**config.mk**
```make
export PLATFORM = sky130hd
export DESIGN_NAME = lsu
export DESIGN_NICKNAME = d
export VERILOG_FILES = /design/src/rtl/lsu_pkg.sv /design/src/rtl/lsu_align.sv /design/src/rtl/lsu.sv
export SDC_FILE = /design/constraint.sdc
export NUM_CORES = 1
export LEC_CHECK = 0
export CORE_MARGIN = 1
export CORE_UTILIZATION = 40
export DETAILED_ROUTE_END_ITERATION = 6
export PLACE_DENSITY = 0.78
export SYNTH_ARGS = -nofsm -noshare
export SYNTH_HDL_FRONTEND = slang
export SYNTH_HIERARCHICAL = 1
export SYNTH_SLANG_ARGS = --single-unit
```
**constraint.sdc**
```tcl
create_clock -name clk -period 3.5 [get_ports clk]
set_input_delay 1.05 -clock clk [delete_from_list [all_inputs] [get_ports clk]]
set_output_delay 1.05 -clock clk [all_outputs]
set_load 0.02 [all_outputs]
```
**src/rtl/lsu_pkg.sv**
```systemverilog
// lsu_pkg: shared FSM states, RV32I width codes and fault causes for the load/store unit
package lsu_pkg;
   typedef enum logic [1:0] {S_IDLE, S_REQ, S_WAIT, S_DONE} state_e;
   localparam logic [2:0] F3_B  = 3'b000;
   localparam logic [2:0] F3_H  = 3'b001;
   localparam logic [2:0] F3_W  = 3'b010;
   localparam logic [2:0] F3_BU = 3'b100;
   localparam logic [2:0] F3_HU = 3'b101;
   localparam logic [1:0] FC_NONE     = 2'b00;
   localparam logic [1:0] FC_MISALIGN = 2'b01;
   localparam logic [1:0] FC_BUSERR   = 2'b10;
   localparam logic [1:0] FC_TIMEOUT  = 2'b11;
endpackage

```
**src/rtl/lsu_align.sv**
```systemverilog
// lsu_align: misalign detection, store lane replication/strobes and load extraction
module lsu_align
   import lsu_pkg::*;
(
   input  logic [2:0]  funct3_i,
   input  logic [1:0]  off_i,
   input  logic [31:0] wdata_i,
   input  logic [31:0] rdata_i,
   output logic        misalign_o,
   output logic [3:0]  wstrb_o,
   output logic [31:0] wdata_o,
   output logic [31:0] rdata_o
);
   logic        is_b;
   logic        is_h;
   logic        sgn;
   logic [7:0]  b;
   logic [15:0] h;
   assign is_b = funct3_i == F3_B || funct3_i == F3_BU;
   assign is_h = funct3_i == F3_H || funct3_i == F3_HU;
   assign sgn  = funct3_i == F3_B || funct3_i == F3_H;
   assign b    = rdata_i[{off_i, 3'b000} +: 8];
   assign h    = off_i[1] ? rdata_i[31:16] : rdata_i[15:0];
   // any code that is not a byte or half access behaves as a word access
   always_comb begin
      misalign_o = is_h ? off_i[0] : (!is_b && off_i != 2'b00);
      wstrb_o    = is_b ? 4'b0001 << off_i : is_h ? 4'b0011 << off_i : 4'b1111;
      wdata_o    = is_b ? {4{wdata_i[7:0]}} : is_h ? {2{wdata_i[15:0]}} : wdata_i;
      rdata_o    = is_b ? {{24{sgn & b[7]}}, b} : is_h ? {{16{sgn & h[15]}}, h} : rdata_i;
   end
endmodule

```
**src/rtl/lsu.sv**
```systemverilog
// lsu: single-outstanding load/store unit with stall, extension and fault reporting
module lsu
   import lsu_pkg::*;
#(
   parameter int unsigned TIMEOUT = 255
) (
   input  logic        clk,
   input  logic        rst_n,
   input  logic        mem_rd,
   input  logic        mem_wr,
   input  logic [2:0]  funct3,
   input  logic [31:0] addr,
   input  logic [31:0] wdata,
   output logic        stall,
   output logic [31:0] rdata,
   output logic        done,
   output logic        fault,
   output logic [1:0]  fault_cause,
   output logic        mem_req,
   output logic        mem_we,
   output logic [31:0] mem_addr,
   output logic [3:0]  mem_wstrb,
   output logic [31:0] mem_wdata,
   input  logic        mem_gnt,
   input  logic        mem_rvalid,
   input  logic        mem_err,
   input  logic [31:0] mem_rdata
);
   state_e      state_q, state_d;
   logic [29:0] waddr_q, waddr_d;
   logic [1:0]  off_q, off_d;
   logic [2:0]  f3_q, f3_d;
   logic        we_q, we_d;
   logic [3:0]  wstrb_q, wstrb_d;
   logic [31:0] wdata_q, wdata_d;
   logic [31:0] rdata_q, rdata_d;
   logic [1:0]  cause_q, cause_d;
   logic [7:0]  cnt_q, cnt_d;
   logic        en;
   logic        idle;
   logic        mis;
   logic        mis_pulse;
   logic        timeout_hit;
   logic [3:0]  al_wstrb;
   logic [31:0] al_wdata;
   logic [31:0] al_rdata;
   assign en          = mem_rd | mem_wr;
   assign idle        = state_q == S_IDLE;
   assign mis_pulse   = idle & en & mis;
   assign timeout_hit = cnt_q == 8'(TIMEOUT - 1);
   // in IDLE the aligner sees the live instruction, afterwards the captured one
   lsu_align u_align (
      .funct3_i   (idle ? funct3 : f3_q),
      .off_i      (idle ? addr[1:0] : off_q),
      .wdata_i    (wdata),
      .rdata_i    (mem_rdata),
      .misalign_o (mis),
      .wstrb_o    (al_wstrb),
      .wdata_o    (al_wdata),
      .rdata_o    (al_rdata)
   );
   // next-state and capture logic for the access FSM
   always_comb begin
      state_d = state_q;
      waddr_d = waddr_q;
      off_d   = off_q;
      f3_d    = f3_q;
      we_d    = we_q;
      wstrb_d = wstrb_q;
      wdata_d = wdata_q;
      rdata_d = rdata_q;
      cause_d = cause_q;
      cnt_d   = cnt_q;
      case (state_q)
         S_IDLE: if (en && !mis) begin
            state_d = S_REQ;
            waddr_d = addr[31:2];
            off_d   = addr[1:0];
            f3_d    = funct3;
            we_d    = !mem_rd;
            wstrb_d = mem_rd ? 4'b0000 : al_wstrb;
            wdata_d = al_wdata;
         end
         S_REQ: if (mem_gnt) begin
            state_d = S_WAIT;
            cnt_d   = '0;
         end
         S_WAIT: begin
            cnt_d = cnt_q + 8'd1;
            if (mem_rvalid) begin
               state_d = S_DONE;
               cause_d = mem_err ? FC_BUSERR : FC_NONE;
               rdata_d = we_q ? rdata_q : mem_err ? 32'd0 : al_rdata;
            end else if (timeout_hit) begin
               state_d = S_DONE;
               cause_d = FC_TIMEOUT;
               rdata_d = we_q ? rdata_q : 32'd0;
            end
         end
         default: state_d = S_IDLE;
      endcase
   end
   // state and captured-access registers, abandoned asynchronously on reset
   always_ff @(posedge clk or negedge rst_n) begin
      if (!rst_n) begin
         state_q <= S_IDLE;
         waddr_q <= '0;
         off_q   <= '0;
         f3_q    <= '0;
         we_q    <= 1'b0;
         wstrb_q <= '0;
         wdata_q <= '0;
         rdata_q <= '0;
         cause_q <= FC_NONE;
         cnt_q   <= '0;
      end else begin
         state_q <= state_d;
         waddr_q <= waddr_d;
         off_q   <= off_d;
         f3_q    <= f3_d;
         we_q    <= we_d;
         wstrb_q <= wstrb_d;
         wdata_q <= wdata_d;
         rdata_q <= rdata_d;
         cause_q <= cause_d;
         cnt_q   <= cnt_d;
      end
   end
   // core-side and bus-side outputs decoded from the state
   always_comb begin
      stall       = (idle & en & !mis) | state_q == S_REQ | state_q == S_WAIT;
      done        = state_q == S_DONE | mis_pulse;
      fault       = (state_q == S_DONE & cause_q != FC_NONE) | mis_pulse;
      fault_cause = state_q == S_DONE ? cause_q : mis_pulse ? FC_MISALIGN : FC_NONE;
      mem_req     = state_q == S_REQ;
      mem_we      = state_q == S_REQ & we_q;
      mem_addr    = {waddr_q, 2'b00};
      mem_wstrb   = wstrb_q;
      mem_wdata   = wdata_q;
      rdata       = rdata_q;
   end
endmodule

```
==> metrics.cfg <==
[timing]
maxSlewViolCount=0
tightest_slew_ns=0.776
final_hold_viol_count=0
skew_ns=0.00861
fin_crit_sh=0.976
slew_headroom=0.483
layout_min_cycle_time_ns=3.42
finalSetupViolCount=0
rsz0062_at_grt=false
fmax_mhz=293
fin_ws_ns=0.0841
hold_ws_ns=0.463

[layout]
fin_area_mm2=0.00916
nNetsFinal=1001
diodes=0
drive_above_1_share=0.113
area_delta_synth_final_pct=46.9

[worst_setup_path]
r2r-start=state_q[0]$_DFFE_PN0P_
worst-setup-path-type=in -> out
r2r_setup_slack_ns=0.86
end_kind=output pin
crit_fanout=4
worst-r2r-cell-count=8
cp-start-kind=primary input
cp.required_ns=2.45
r2r-end=rdata[3]$_DFFE_PN0P_
critPathArrivalTime_ns=2.37

[floorplanning]
core_area_mm2=0.0152
rows=45
start_util=0.410
die-area_mm2=0.0161
dieWidth_um=127
chipHeight_um=127
num_io_pins=213

[synth]
synth_compound_area_frac=0.122
synthMuxAreaShare=0.0721
ys_seq_area_frac=0.466
synth_area_per_cell_um2=9.03
yosysMostFrequentCell=nand2_1
async_flop_share=1.00
mappedNetlistArea_mm2=0.00623
syn_inst=690
yosysWarnings=6
ys.flop_type=dfrtp_1
synth_top_family_by_area=simple AND/OR/NAND/NOR gates
synthAdderAreaFrac=0.0221
yosys.area_share.simple=0.251
ys_ff_latch=116
yosysUniqueCellTypes=48
synth-xor-area-share=0.00281
yosys-top-cells-count=nand2_1, dfrtp_1, o21ai_0, a22o_1, nor2b_1
synth.area.top_cells=dfrtp_1, nand2_1, a22o_1
synth_top_area_frac=0.466
synth_edf_count=0
yosysTopAreaCell=dfrtp_1

[hold_path]
holdPathStages=2
worstHoldPathType=reg -> reg
min_to=mem_wstrb[0]$_DFFE_PN0P_
min_from=mem_wstrb[0]$_DFFE_PN0P_

[power]
p_per_area_mw_per_mm2=1040
power.total_w=0.00954
ir_drop_mv=0.675
leakage_nw=4.29

[global_routing]
grt_usage=0.229
grt_use_met3=0.0574
gr-usage-met1=0.301
busiest_layer=met2
grt_use_met2=0.367
grt_pass1_wl_um=28700
first_global_vias=5524
grt_overflow=0
antenna_found_initial=0
grt_max_degree=74

[detailed_routing]
ant_nets=0
wl_per_cell_um=16.3
routed_wl_um=17700
drcViolationCount=0
dr_total_vias=5512
first_pass_iters=4
drt_iter0_drc=403
viasPerCell=5.08

[cts]
clkTransAtPathRegs_ns=0.06
cts.path.max_buffers=2
cts.sinks=116
cts_hold_buf=0
cts_root_buf=clkbuf_16
cts_setup_buffers=0
tritoncts=yes
htreeDepth=4
clk_latency_ns=0.42
cts_made_buffers=17

[job]
maxCapViolCount=0

[status]
status=finished clean

[placed_design]
gp_congestion=0.818
place_ws_ns=-0.727
hpwl_um=11800
dpl_cell_area_mm2=0.00844
portBuffers=210

==> report_power, final <==
group | switching, W | internal [W]
sequential | 0.000350 | 0.00195
clock | 0.000670 | 0.00136
combinational | 0.00287 | 0.00234
==> metal layers <==
metal	routed length (µm)	part of all wire	vias to the layer above
li1	-	-	2689
met2	8230	0.46	202
met3	1040	0.059	22
met1	8160	0.46	2599
met5	0	0	-
met4	267	0.015	0
==> worst max path at each step <==
stage | slack [ns] | depth (start not counted) | endpoint | start
after floorplan | 0.03 | 7 | stall | funct3[1]
after global placement | -0.70 | 8 | fault_cause[0] | addr[0]
after detailed placement | -0.73 | 8 | fault_cause[0] | addr[0]
after CTS | 0.05 | 8 | stall | addr[1]
after global routing | 0.007 | 8 | fault_cause[0] | addr[0]
final | 0.08 | 8 | fault_cause[0] | addr[0]
==> critical path, cell delays in order <==
cell and delay, ns:
clkdlybuf4s15_1 0.18, mux2_4 0.16, inv_2 0.05, ha_4 0.16, mux2i_4 0.24, o211ai_1 0.21, o21ai_2 0.18, buf_6 0.13
==> timing repair <==
| action | CTS | global route |
|---|---|---|
| resized for setup | 31 | 6 |
| setup endpoints to repair | 4 | 4 |
| pin swaps | 2 | 2 |
==> cell families (layout without fill, tap and decap cells) <==
logic type,after synthesis,in the layout
buffers and inverters,66,272
AO/OA/AOI/OAI,107,107
multiplexers,33,33
adder cells (fa/ha/maj),11,11
flip-flops,116,116
AND/OR/NAND/NOR,354,354
other,1,2
XOR/XNOR,2,2
==> area by class of cell <==
type,instances,area [µm²]
multi-input cells,509,3010
repair buffers,231,2290
flip-flops and latches,116,2900
fillers,1277,6040
clock buffers,18,439
well taps,188,235
inverters,9,33.8
clock inverters,14,248
==> cells in the final DEF, fill, tap and decap left out, types with 3 or more instances in the layout <==
master	synthesis	layout
clkdlybuf4s50_1	0	201
mux2i_1	10	9
nand3_1	12	12
clkbuf_16	0	17
mux2_4	0	4
clkdlybuf4s15_1	0	3
mux4_2	8	8
buf_12	0	3
mux2_2	15	11
a21oi_1	6	6
o21ai_0	37	36
o22ai_1	8	8
a22o_1	33	33
or2_2	3	3
ha_1	11	9
nand2_1	261	261
clkinv_4	0	4
nand2b_1	5	5
nor2b_1	33	33
bufinv_16	0	6
nor3_1	4	4
nor2_1	14	13
buf_4	12	19
and3b_1	8	8
a211oi_1	7	7
dfrtp_1	116	116
o31ai_1	3	3
nand3b_1	5	5
inv_1	9	7
==> through the flow <==
stage                     TNS, ns  std cells  utilization
after global routing            0       1085        0.602
after global placement      -2.67       1053        0.555
after detailed placement    -2.80       1053        0.555
final                           0       1085        0.602
after floorplan                 0        691            -
after CTS                       0       1085        0.601
==> state kept, by name (all words and copies together) (netlist names) <==
register / count
waddr_q: 30
mem_wdata: 32
off_q: 2
we_q: 1
mem_wstrb: 4
rdata: 32
state_q: 2
f3_q: 3
cnt_q: 8
cause_q: 2
Power figures use the tool's default switching activity.
